File: config.mk
export PLATFORM = sky130hd
export DESIGN_NAME = dadda_multiplier_32_flat
export DESIGN_NICKNAME = d
export VERILOG_FILES = /design/src/rtl/dadda_multiplier_32_if.sv /design/src/rtl/dadda_multiplier_32.sv /design/src/flat_wrapper.sv
export SDC_FILE = /design/constraint.sdc
export NUM_CORES = 1
export LEC_CHECK = 0
export ABC_CLOCK_PERIOD_IN_PS = 15600
export CORE_AREA = 2 2 169 105
export CTS_CLUSTER_DIAMETER = 50
export CTS_CLUSTER_SIZE = 40
export DETAILED_ROUTE_END_ITERATION = 7
export DIE_AREA = 0 0 171 107
export PLACE_DENSITY = 0.72
export SKIP_LAST_GASP = 1
export SYNTH_ARGS = -nofsm -noshare
export SYNTH_HDL_FRONTEND = slang
export SYNTH_SLANG_ARGS = --single-unit
File: constraint.sdc
create_clock -name clk -period 15.6 [get_ports clk]
set_clock_uncertainty 0.05 [all_clocks]
set_input_delay 4.68 -clock clk [delete_from_list [all_inputs] [get_ports clk]]
set_output_delay 4.68 -clock clk [all_outputs]
set_load 0.02 [all_outputs]
File: src/rtl/dadda_multiplier_32_if.sv
// Operand/product bundle for the 16x16 unsigned Dadda multiplier.
// The master drives the operands and the slave returns the registered product.
interface dadda_multiplier_32_if;
   logic [15:0] in0;
   logic [15:0] in1;
   logic [31:0] product;

   modport master (output in0, output in1, input product);
   modport slave  (input in0, input in1, output product);
endinterface

File: src/rtl/dadda_multiplier_32.sv
// 16x16 unsigned multiplier: AND-array partial products, Dadda reduction
// (16->13->9->6->4->3->2) built from FA/HA cells, a carry-propagate adder and an output register.
module full_adder (
   input  logic a,
   input  logic b,
   input  logic cin,
   output logic sum,
   output logic cout
);
   assign sum  = a ^ b ^ cin;
   assign cout = (a & b) | (cin & (a ^ b));
endmodule

module half_adder (
   input  logic a,
   input  logic b,
   output logic sum,
   output logic cout
);
   assign sum  = a ^ b;
   assign cout = a & b;
endmodule

module dadda_multiplier_32 (
   input  logic                  clk,
   input  logic                  rst,
   dadda_multiplier_32_if.slave  bus
);
   localparam int STAGES = 6;

   function automatic int stage_target(input int stage);
      case (stage)
         0:       return 13;
         1:       return 9;
         2:       return 6;
         3:       return 4;
         4:       return 3;
         default: return 2;
      endcase
   endfunction

   // kind 0: column height entering the stage, 1: full adders, 2: half adders used there.
   function automatic int dadda_info(input int stage, input int col, input int kind);
      int h   [0:31];
      int nh  [0:31];
      int fa  [0:31];
      int ha  [0:31];
      int cin;
      int ex;
      if (col < 0 || col > 31) return 0;
      for (int c = 0; c < 32; c++) begin
         h[c] = (c <= 30) ? (((c < 30 - c) ? c : 30 - c) + 1) : 0;
      end
      for (int s = 0; s <= stage; s++) begin
         if (kind == 0 && s == stage) return h[col];
         for (int c = 0; c < 32; c++) begin
            cin = (c > 0) ? fa[c-1] + ha[c-1] : 0;
            ex  = h[c] + cin - stage_target(s);
            if (ex > 0) begin
               fa[c] = ex / 2;
               ha[c] = ex % 2;
            end else begin
               fa[c] = 0;
               ha[c] = 0;
            end
            nh[c] = h[c] - 2 * fa[c] - ha[c] + cin;
         end
         if (s == stage) return (kind == 1) ? fa[col] : ha[col];
         for (int c = 0; c < 32; c++) h[c] = nh[c];
      end
      return 0;
   endfunction

   logic lvl_s [0:STAGES][0:31][0:15];
   logic fs_s  [0:STAGES-1][0:31][0:15];
   logic fc_s  [0:STAGES-1][0:31][0:15];
   logic hs_s  [0:STAGES-1][0:31];
   logic hc_s  [0:STAGES-1][0:31];
   logic [31:0] row_a_s;
   logic [31:0] row_b_s;
   logic [31:0] sum_s;
   logic [31:0] product_r;

   genvar s, c, k, i;

   // Partial product pp[i][j] = in0[j] & in1[i] lands in column i+j.
   generate
      for (c = 0; c < 32; c++) begin : g_pp_col
         localparam int H0 = dadda_info(0, c, 0);
         localparam int LO = (c > 15) ? c - 15 : 0;
         for (k = 0; k < 16; k++) begin : g_pp_bit
            if (k < H0) begin : g_pp
               assign lvl_s[0][c][k] = bus.in0[c-(k+LO)] & bus.in1[k+LO];
            end else begin : g_zero
               assign lvl_s[0][c][k] = 1'b0;
            end
         end
      end
   endgenerate

   generate
      for (s = 0; s < STAGES; s++) begin : g_stage
         for (c = 0; c < 32; c++) begin : g_col
            localparam int FA   = dadda_info(s, c, 1);
            localparam int HA   = dadda_info(s, c, 2);
            localparam int FAP  = dadda_info(s, c - 1, 1);
            localparam int HAP  = dadda_info(s, c - 1, 2);
            localparam int NH   = dadda_info(s + 1, c, 0);
            localparam int BASE = FA + HA + FAP + HAP;

            for (i = 0; i < 16; i++) begin : g_fa
               if (i < FA) begin : g_cell
                  full_adder u_fa (
                     .a    (lvl_s[s][c][3*i]),
                     .b    (lvl_s[s][c][3*i+1]),
                     .cin  (lvl_s[s][c][3*i+2]),
                     .sum  (fs_s[s][c][i]),
                     .cout (fc_s[s][c][i])
                  );
               end else begin : g_none
                  assign fs_s[s][c][i] = 1'b0;
                  assign fc_s[s][c][i] = 1'b0;
               end
            end

            if (HA > 0) begin : g_ha
               half_adder u_ha (
                  .a    (lvl_s[s][c][3*FA]),
                  .b    (lvl_s[s][c][3*FA+1]),
                  .sum  (hs_s[s][c]),
                  .cout (hc_s[s][c])
               );
            end else begin : g_no_ha
               assign hs_s[s][c] = 1'b0;
               assign hc_s[s][c] = 1'b0;
            end

            // Next column: own sums, then carries from column c-1, then untouched bits.
            for (k = 0; k < 16; k++) begin : g_next
               if (k < FA) begin : g_fsum
                  assign lvl_s[s+1][c][k] = fs_s[s][c][k];
               end else if (k < FA + HA) begin : g_hsum
                  assign lvl_s[s+1][c][k] = hs_s[s][c];
               end else if (k < FA + HA + FAP) begin : g_fcar
                  assign lvl_s[s+1][c][k] = fc_s[s][c-1][k-FA-HA];
               end else if (k < BASE) begin : g_hcar
                  assign lvl_s[s+1][c][k] = hc_s[s][c-1];
               end else if (k < NH) begin : g_pass
                  assign lvl_s[s+1][c][k] = lvl_s[s][c][3*FA+2*HA+k-BASE];
               end else begin : g_zero
                  assign lvl_s[s+1][c][k] = 1'b0;
               end
            end
         end
      end
   endgenerate

   generate
      for (c = 0; c < 32; c++) begin : g_rows
         assign row_a_s[c] = lvl_s[STAGES][c][0];
         assign row_b_s[c] = lvl_s[STAGES][c][1];
      end
   endgenerate

   // Carry out of bit 31 cannot occur since the product fits in 32 bits.
   assign sum_s = row_a_s + row_b_s;

   // Output register with synchronous clear.
   always_ff @(posedge clk) begin
      if (rst) begin
         product_r <= 32'h0000_0000;
      end else begin
         product_r <= sum_s;
      end
   end

   assign bus.product = product_r;
endmodule

File: src/flat_wrapper.sv
// flat-port wrapper written by rule: the top's interface ports become plain ports
module dadda_multiplier_32_flat 
  (clk, rst, bus_in0, bus_in1, bus_product);
  dadda_multiplier_32_if bus_i ();
  input  logic clk;
  input  logic rst;
  input wire logic [$bits(bus_i.in0)-1:0] bus_in0;
  input wire logic [$bits(bus_i.in1)-1:0] bus_in1;
  output wire logic [$bits(bus_i.product)-1:0] bus_product;
  assign bus_i.in0 = bus_in0;
  assign bus_i.in1 = bus_in1;
  assign bus_product = bus_i.product;
  dadda_multiplier_32 u_core (.clk(clk), .rst(rst), .bus(bus_i));
endmodule
==> load_flow_metrics.sql, run 1 <==
INSERT INTO impl_metrics (metric_group, metric, value, unit) VALUES
('critical_path', 'crit_arrival', '11.10', 'ns'),
('logic_synthesis', 'syn-cell-area', '0.00908', 'mm2'),
('die', 'placement_rows', '37', ''),
('cts', 'clk_path_buf_depth', '2', ''),
('logic_synthesis', 'synthesis.instances', '1068', ''),
('cts', 'cts_tree', 'done', ''),
('route', 'topRoutingLayerUsed', 'met4', ''),
('sta', 'finalHoldViolations', '0', ''),
('route', 'route.detailed.drc', '0', ''),
('logic_synthesis', 'yosys_warnings', '0', ''),
('cts', 'cts.htree.levels', '2', ''),
('cts', 'cts_made_buffers', '5', ''),
('route', 'met2RoutedLength', '9910', 'um'),
('logic_synthesis', 'synth_edf_count', '0', ''),
('critical_path', 'path_buf_inv', '6', ''),
('critical_path', 'crit_path_max_fanout', '16', ''),
('route', 'dr.first_iter.drc_count', '420', ''),
('die', 'io_pins', '66', ''),
('die', 'dieHeight', '107', 'um'),
('cells_and_area', 'nNetsFinal', '1373', ''),
('cts', 'ctsHoldBuffers', '0', ''),
('cells_and_area', 'finish.cell_count_without_fillers', '1333', ''),
('route', 'drt_pre_antenna_iters', '4', ''),
('sta', 'maxSlewViolCount', '0', ''),
('outcome', 'run_status', 'complete, no violations', ''),
('critical_path', 'worst_path_dominant_cell_family', 'adder cells', ''),
('logic_synthesis', 'syn-num-nets', '1343', ''),
('die', 'die_area', '0.0183', 'mm2'),
('worst_hold_path', 'hold_class', 'input port to register', ''),
('critical_path', 'max_stage_delay', '0.93', 'ns'),
('logic_synthesis', 'synth_async_sr_flop_share', '0', '%'),
('logic_synthesis', 'synth.ff_latch_count', '32', ''),
('sta', 'max_freq', '91.1', 'MHz'),
('critical_path', 'path_common_cell', 'sky130_fd_sc_hd__fa_1', ''),
('sta', 'worst_pin_slew', '0.879', 'ns'),
('global_route', 'grt_util_all_layers', '28.5', '%'),
('cts', 'post_cts.resized_instances', '0', ''),
('die', 'die_width', '171', 'um'),
('global_route', 'global_route_wire_length_before_repair', '39800', 'um'),
('die', 'core_area', '0.0168', 'mm2'),
('global_route', 'grt_antenna_before_repair', '0', ''),
('logic_synthesis', 'post_synth_num_cell_types', '55', ''),
('critical_path', 'critPathCaptureType', 'register', ''),
('logic_synthesis', 'ys.flop_type', 'sky130_fd_sc_hd__dfxtp_1', ''),
('place', 'buffer_ports.inserted', '65', ''),
('critical_path', 'path_cells', 'clkdlybuf4s50_1 > nand2_1 > fa_1 > inv_1 > fa_1 > inv_1 > fa_1 > inv_1 > fa_1 > fa_1 > inv_1 > fa_1 > inv_1 > ha_1 > nand2_1 > o21ai_0 > nor2_1 > a31oi_1 > a41oi_1 > mux2_2', ''),
('place', 'place_congestion', '0.935', ''),
('sta', 'period_share', '70.4', '%'),
('logic_synthesis', 'top_post_synthesis_cells_by_area', 'sky130_fd_sc_hd__fa_1 (43%), sky130_fd_sc_hd__inv_1 (11%), sky130_fd_sc_hd__and2_1 (10%)', ''),
('cells_and_area', 'largest_register_ffs', '32', ''),
('place', 'dpl.hpwl', '18700', 'um'),
('cells_and_area', 'layout-drive-gt1-share', '2.09', '%'),
('critical_path', 'critPathLaunchType', 'input port', ''),
('sta', 'max_slew_margin', '41.2', '%'),
('die', 'initial_core_util', '54.2', '%'),
('sta', 'final_critical_path_time_including_i_o_delays_and_setup', '10.98', 'ns'),
('route', 'drt.antenna.violating_nets', '0', ''),
('logic_synthesis', 'dominant_cell_type_by_area_after_synthesis', 'sky130_fd_sc_hd__fa_1', ''),
('cts', 'clock_sinks', '32', ''),
('cells_and_area', 'mostFrequentLayoutCells', 'sky130_fd_sc_hd__inv_1 (261), sky130_fd_sc_hd__fa_1 (196), sky130_fd_sc_hd__and2_1 (146)', ''),
('cells_and_area', 'diodes', '0', ''),
('global_route', 'grt_start_max_net_pins', '42', ''),
('job', 'max_cap_viol', '0', ''),
('global_route', 'gr_ovfl_total', '0', ''),
('route', 'route.detailed.vias_per_inst', '5.30', ''),
('critical_path', 'crit_slowest_cell', 'sky130_fd_sc_hd__clkdlybuf4s50_1', ''),
('cts', 'cts_setup_buffers', '0', ''),
('place', 'numPlacedInstances', '1325', ''),
('route', 'm1WireLength', '11100', 'um'),
('logic_synthesis', 'synth_top_area_share', '43.2', '%'),
('cts', 'clockRootBuffer', 'sky130_fd_sc_hd__clkbuf_16', '');
layout make-up:
type                       count  area (um2)
clock inverter                 2        10.0
clock buffer                   6         139
inverter                     261         980
sequential                    32         641
tap                          234         293
multi-input combinational    732        7290
timing repair buffer          66         658
fill                        1546        6750
worst min-delay path, cell delays in order:
cell and delay [ns]:
sky130_fd_sc_hd__clkdlybuf4s50_1 0.40, sky130_fd_sc_hd__buf_4 0.26, sky130_fd_sc_hd__nor2_1 0.13
cells in the mapped netlist (3+ instances only):
| cell | n |
|---|---|
| sky130_fd_sc_hd__o2111ai_1 | 3 |
| sky130_fd_sc_hd__and2_1 | 146 |
| sky130_fd_sc_hd__nand2_1 | 131 |
| sky130_fd_sc_hd__nor2_1 | 30 |
| sky130_fd_sc_hd__xnor2_1 | 6 |
| sky130_fd_sc_hd__fa_1 | 196 |
| sky130_fd_sc_hd__dfxtp_1 | 32 |
| sky130_fd_sc_hd__a31oi_1 | 4 |
| sky130_fd_sc_hd__a211oi_1 | 7 |
| sky130_fd_sc_hd__mux2_2 | 4 |
| sky130_fd_sc_hd__a21o_1 | 25 |
| sky130_fd_sc_hd__nor3_1 | 18 |
| sky130_fd_sc_hd__a21oi_1 | 27 |
| sky130_fd_sc_hd__clkbuf_1 | 38 |
| sky130_fd_sc_hd__o211ai_1 | 3 |
| sky130_fd_sc_hd__and3_1 | 8 |
| sky130_fd_sc_hd__xor2_1 | 6 |
| sky130_fd_sc_hd__nand2b_1 | 4 |
| sky130_fd_sc_hd__nor2b_1 | 11 |
| sky130_fd_sc_hd__nand3_1 | 5 |
| sky130_fd_sc_hd__o21ai_0 | 9 |
| sky130_fd_sc_hd__inv_1 | 261 |
| sky130_fd_sc_hd__ha_1 | 45 |
| sky130_fd_sc_hd__o21a_1 | 6 |
| sky130_fd_sc_hd__nand4_1 | 6 |
final timing paths:
| path | start | to | slack, ns | cells after the start |
|---|---|---|---|---|
| min | rst | u_core.bus.product[4]$_SDFF_PP0_ | 5.19 | 3 |
| max | bus_in1[2] | u_core.bus.product[26]$_SDFF_PP0_ | 4.62 | 20 |
logic make-up (layout without fill, tap and decap cells):
group	Yosys count	count (layout)	share of synthesized area, %
buf+inv	304	335	12.7
compound gates	103	103	7.99
flops	32	32	7.06
xor+xnor	12	12	1.16
simple gates	371	371	21.1
mux	5	5	0.606
fa+ha+maj	241	241	49.4
stage by stage:
step	util (%)	instance area, um2	hold WS [ns]	setup slack (ns)
CTS	59.7	10000	5.18	4.68
global route	59.7	10000	5.22	4.37
detailed placement	58.8	9860	5.42	4.39
global placement	58.8	9860	5.42	4.47
floorplan	-	9080	4.75	5.49
finish	59.7	10000	5.19	4.62
metal layers:
layer | up-vias | global-route usage (%)
met1 | 3529 | 42.2
met4 | 0 | 4.18
met2 | 272 | 42.7
li1 | 3234 | -
met5 | - | 0
met3 | 24 | 7.94
Power of run 1 is not shown: default switching activity piles up to over one toggle a cycle in this logic, so the estimate is an artifact.
==> run 2: changes to the inputs <==
- ABC_CLOCK_PERIOD_IN_PS: 15600 -> 11400
- clock period: 15.6 -> 11.4 ns (I/O delays scaled with it)
==> run 2 against run 1 <==
Effect of this change: sequential cell count stayed put; first-iteration DRC count fell by 0.48%; sequential share of layout area barely moved; via count up 1.1%; cell count rose by 0.15%; die area unchanged; non-clock buffer count grew 2; core utilization rose by 0.090 points.
==> load_flow_metrics.sql, run 2 (same netlist as run 1, synthesis figures left out) <==
INSERT INTO impl_metrics (metric_group, metric, value, unit) VALUES
('worst_hold_path', 'hold_class', 'input port to register', ''),
('route', 'route.detailed.vias_per_inst', '5.34', ''),
('critical_path', 'max_stage_delay', '0.95', 'ns'),
('cells_and_area', 'layout-drive-gt1-share', '2.27', '%'),
('global_route', 'grt_util_all_layers', '28.3', '%'),
('die', 'dieHeight', '107', 'um'),
('place', 'placement.cell_area', '0.00987', 'mm2'),
('cts', 'cts_made_buffers', '5', ''),
('route', 'drt_pre_antenna_iters', '5', ''),
('sta', 'max_slew_margin', '43.5', '%'),
('critical_path', 'worstSetupPathType', 'input port to register', ''),
('critical_path', 'path_cells', 'clkdlybuf4s50_1 > nand2_1 > fa_1 > inv_1 > fa_1 > inv_1 > fa_1 > inv_1 > fa_1 > fa_1 > inv_1 > fa_1 > inv_1 > ha_1 > nand2_1 > o21ai_0 > a21oi_1 > a31oi_1 > a41oi_1 > mux2_2', ''),
('cts', 'clk_pin_slew_worst_paths', '0.05', 'ns'),
('sta', 'setup_viol_count_final', '0', ''),
('critical_path', 'crit_path_max_fanout', '16', ''),
('die', 'core_area', '0.0168', 'mm2'),
('route', 'routed_wire_length', '23100', 'um'),
('sta', 'finalHoldViolations', '0', ''),
('critical_path', 'crit_arrival', '9.90', 'ns'),
('sta', 'period_share', '85.8', '%'),
('cts', 'cts_tree', 'done', ''),
('place', 'numPlacedInstances', '1327', ''),
('sta', 'max_freq', '102', 'MHz'),
('cells_and_area', 'final_cell_area_excluding_filler_cells', '0.0100', 'mm2'),
('sta', 'postLayoutSetupSlackWorst', '1.62', 'ns'),
('route', 'dr.first_iter.drc_count', '418', ''),
('cells_and_area', 'mostFrequentLayoutCell', 'sky130_fd_sc_hd__inv_1', ''),
('place', 'buffer_ports.inserted', '65', ''),
('die', 'placement_rows', '37', ''),
('global_route', 'first_global_vias', '7682', ''),
('route', 'route.vias.total', '7135', ''),
('global_route', 'global_route_wire_length_before_repair', '39700', 'um'),
('critical_path', 'path_common_cell', 'sky130_fd_sc_hd__fa_1', ''),
('route', 'post_drt_wl_per_cell', '17.3', 'um'),
('sta', 'worst_pin_slew', '0.845', 'ns'),
('cells_and_area', 'mostFrequentLayoutCells', 'sky130_fd_sc_hd__inv_1 (261), sky130_fd_sc_hd__fa_1 (196), sky130_fd_sc_hd__and2_1 (146)', ''),
('critical_path', 'critPathCaptureType', 'register', ''),
('place', 'preCtsSetupSlack', '1.39', 'ns'),
('cells_and_area', 'seqCellArea', '641', 'um2'),
('cells_and_area', 'fill_cells', '1535', ''),
('critical_path', 'critPathLaunchType', 'input port', ''),
('cells_and_area', 'syn_to_final_growth', '10.4', '%'),
('cells_and_area', 'diodes', '0', ''),
('outcome', 'run_status', 'complete, no violations', ''),
('cts', 'clock_sinks', '32', ''),
('sta', 'final_critical_path_time_including_i_o_delays_and_setup', '9.78', 'ns'),
('sta', 'timing.setup.tns', '0', 'ns'),
('cts', 'ctsHoldBuffers', '0', ''),
('global_route', 'gr_ovfl_total', '0', ''),
('die', 'initial_core_util', '54.2', '%'),
('place', 'place_congestion', '0.923', ''),
('critical_path', 'crit_slowest_cell', 'sky130_fd_sc_hd__clkdlybuf4s50_1', ''),
('cells_and_area', 'multi_input_area', '0.00729', 'mm2'),
('cells_and_area', 'nNetsFinal', '1375', ''),
('cts', 'cts.htree.levels', '2', ''),
('sta', 'unrepaired_setup_endpoints_after_global_routing', 'no', ''),
('sta', 'maxSlewViolCount', '0', ''),
('route', 'route.detailed.drc', '0', ''),
('cts', 'post_cts.resized_instances', '0', ''),
('critical_path', 'timing.critical_path.required', '11.52', 'ns'),
('job', 'max_cap_viol', '0', ''),
('cells_and_area', 'finish.cell_count_without_fillers', '1335', ''),
('cells_and_area', 'largest_register_ffs', '32', ''),
('place', 'dpl.hpwl', '18500', 'um'),
('cts', 'cts_setup_buffers', '0', ''),
('route', 'drt.antenna.violating_nets', '0', ''),
('die', 'io_pins', '66', ''),
('cts', 'clockRootBuffer', 'sky130_fd_sc_hd__clkbuf_16', ''),
('die', 'die_area', '0.0183', 'mm2'),
('global_route', 'grt_start_max_net_pins', '42', ''),
('global_route', 'grt_antenna_before_repair', '0', ''),
('cts', 'clk_path_buf_depth', '2', ''),
('die', 'die_width', '171', 'um');
-- run 2: path summary, 6_finish.rpt --
kind	start	to	slack [ns]	cells past startpoint
worst max-delay path	bus_in0[12]	u_core.bus.product[26]$_SDFF_PP0_	1.62	20
worst min-delay path	rst	u_core.bus.product[9]$_SDFF_PP0_	3.92	3
-- run 2: layer usage --
layer  GRT usage [%]  vias to the layer above  wire length, um
li1                -                     3239                -
met1            41.8                     3566            10600
met2            42.3                      308             9780
met3            8.38                       22             2510
met4            3.45                        0              250
met5               0                        -                0
-- run 2: per-stage QoR --
step	util, %	hold slack, ns
after global routing	59.8	3.96
after floorplan	-	3.49
final	59.8	3.92
after global placement	58.9	4.16
after CTS	59.8	3.92
after detailed placement	58.9	4.17
-- run 2: layout make-up --
class                   count  share of cell area [%]
flip-flops and latches     32                    6.39
clock buffers               6                    1.39
clock inverters             2                  0.0999
well taps                 234                    2.92
inverters                 261                    9.77
multi-input cells         732                    72.7
repair buffers             68                    6.72
-- run 2: worst max-delay path, delay by kind of cell --
family / cells / cell delay [ns]
and+or+nand+nor: 2 / 0.28
adders and majority gates: 7 / 3.68
AOI/OAI and AO/OA: 4 / 0.96
muxes: 1 / 0.29
buffers and inverters: 6 / 1.25
Power of run 2 is left out for the same reason.
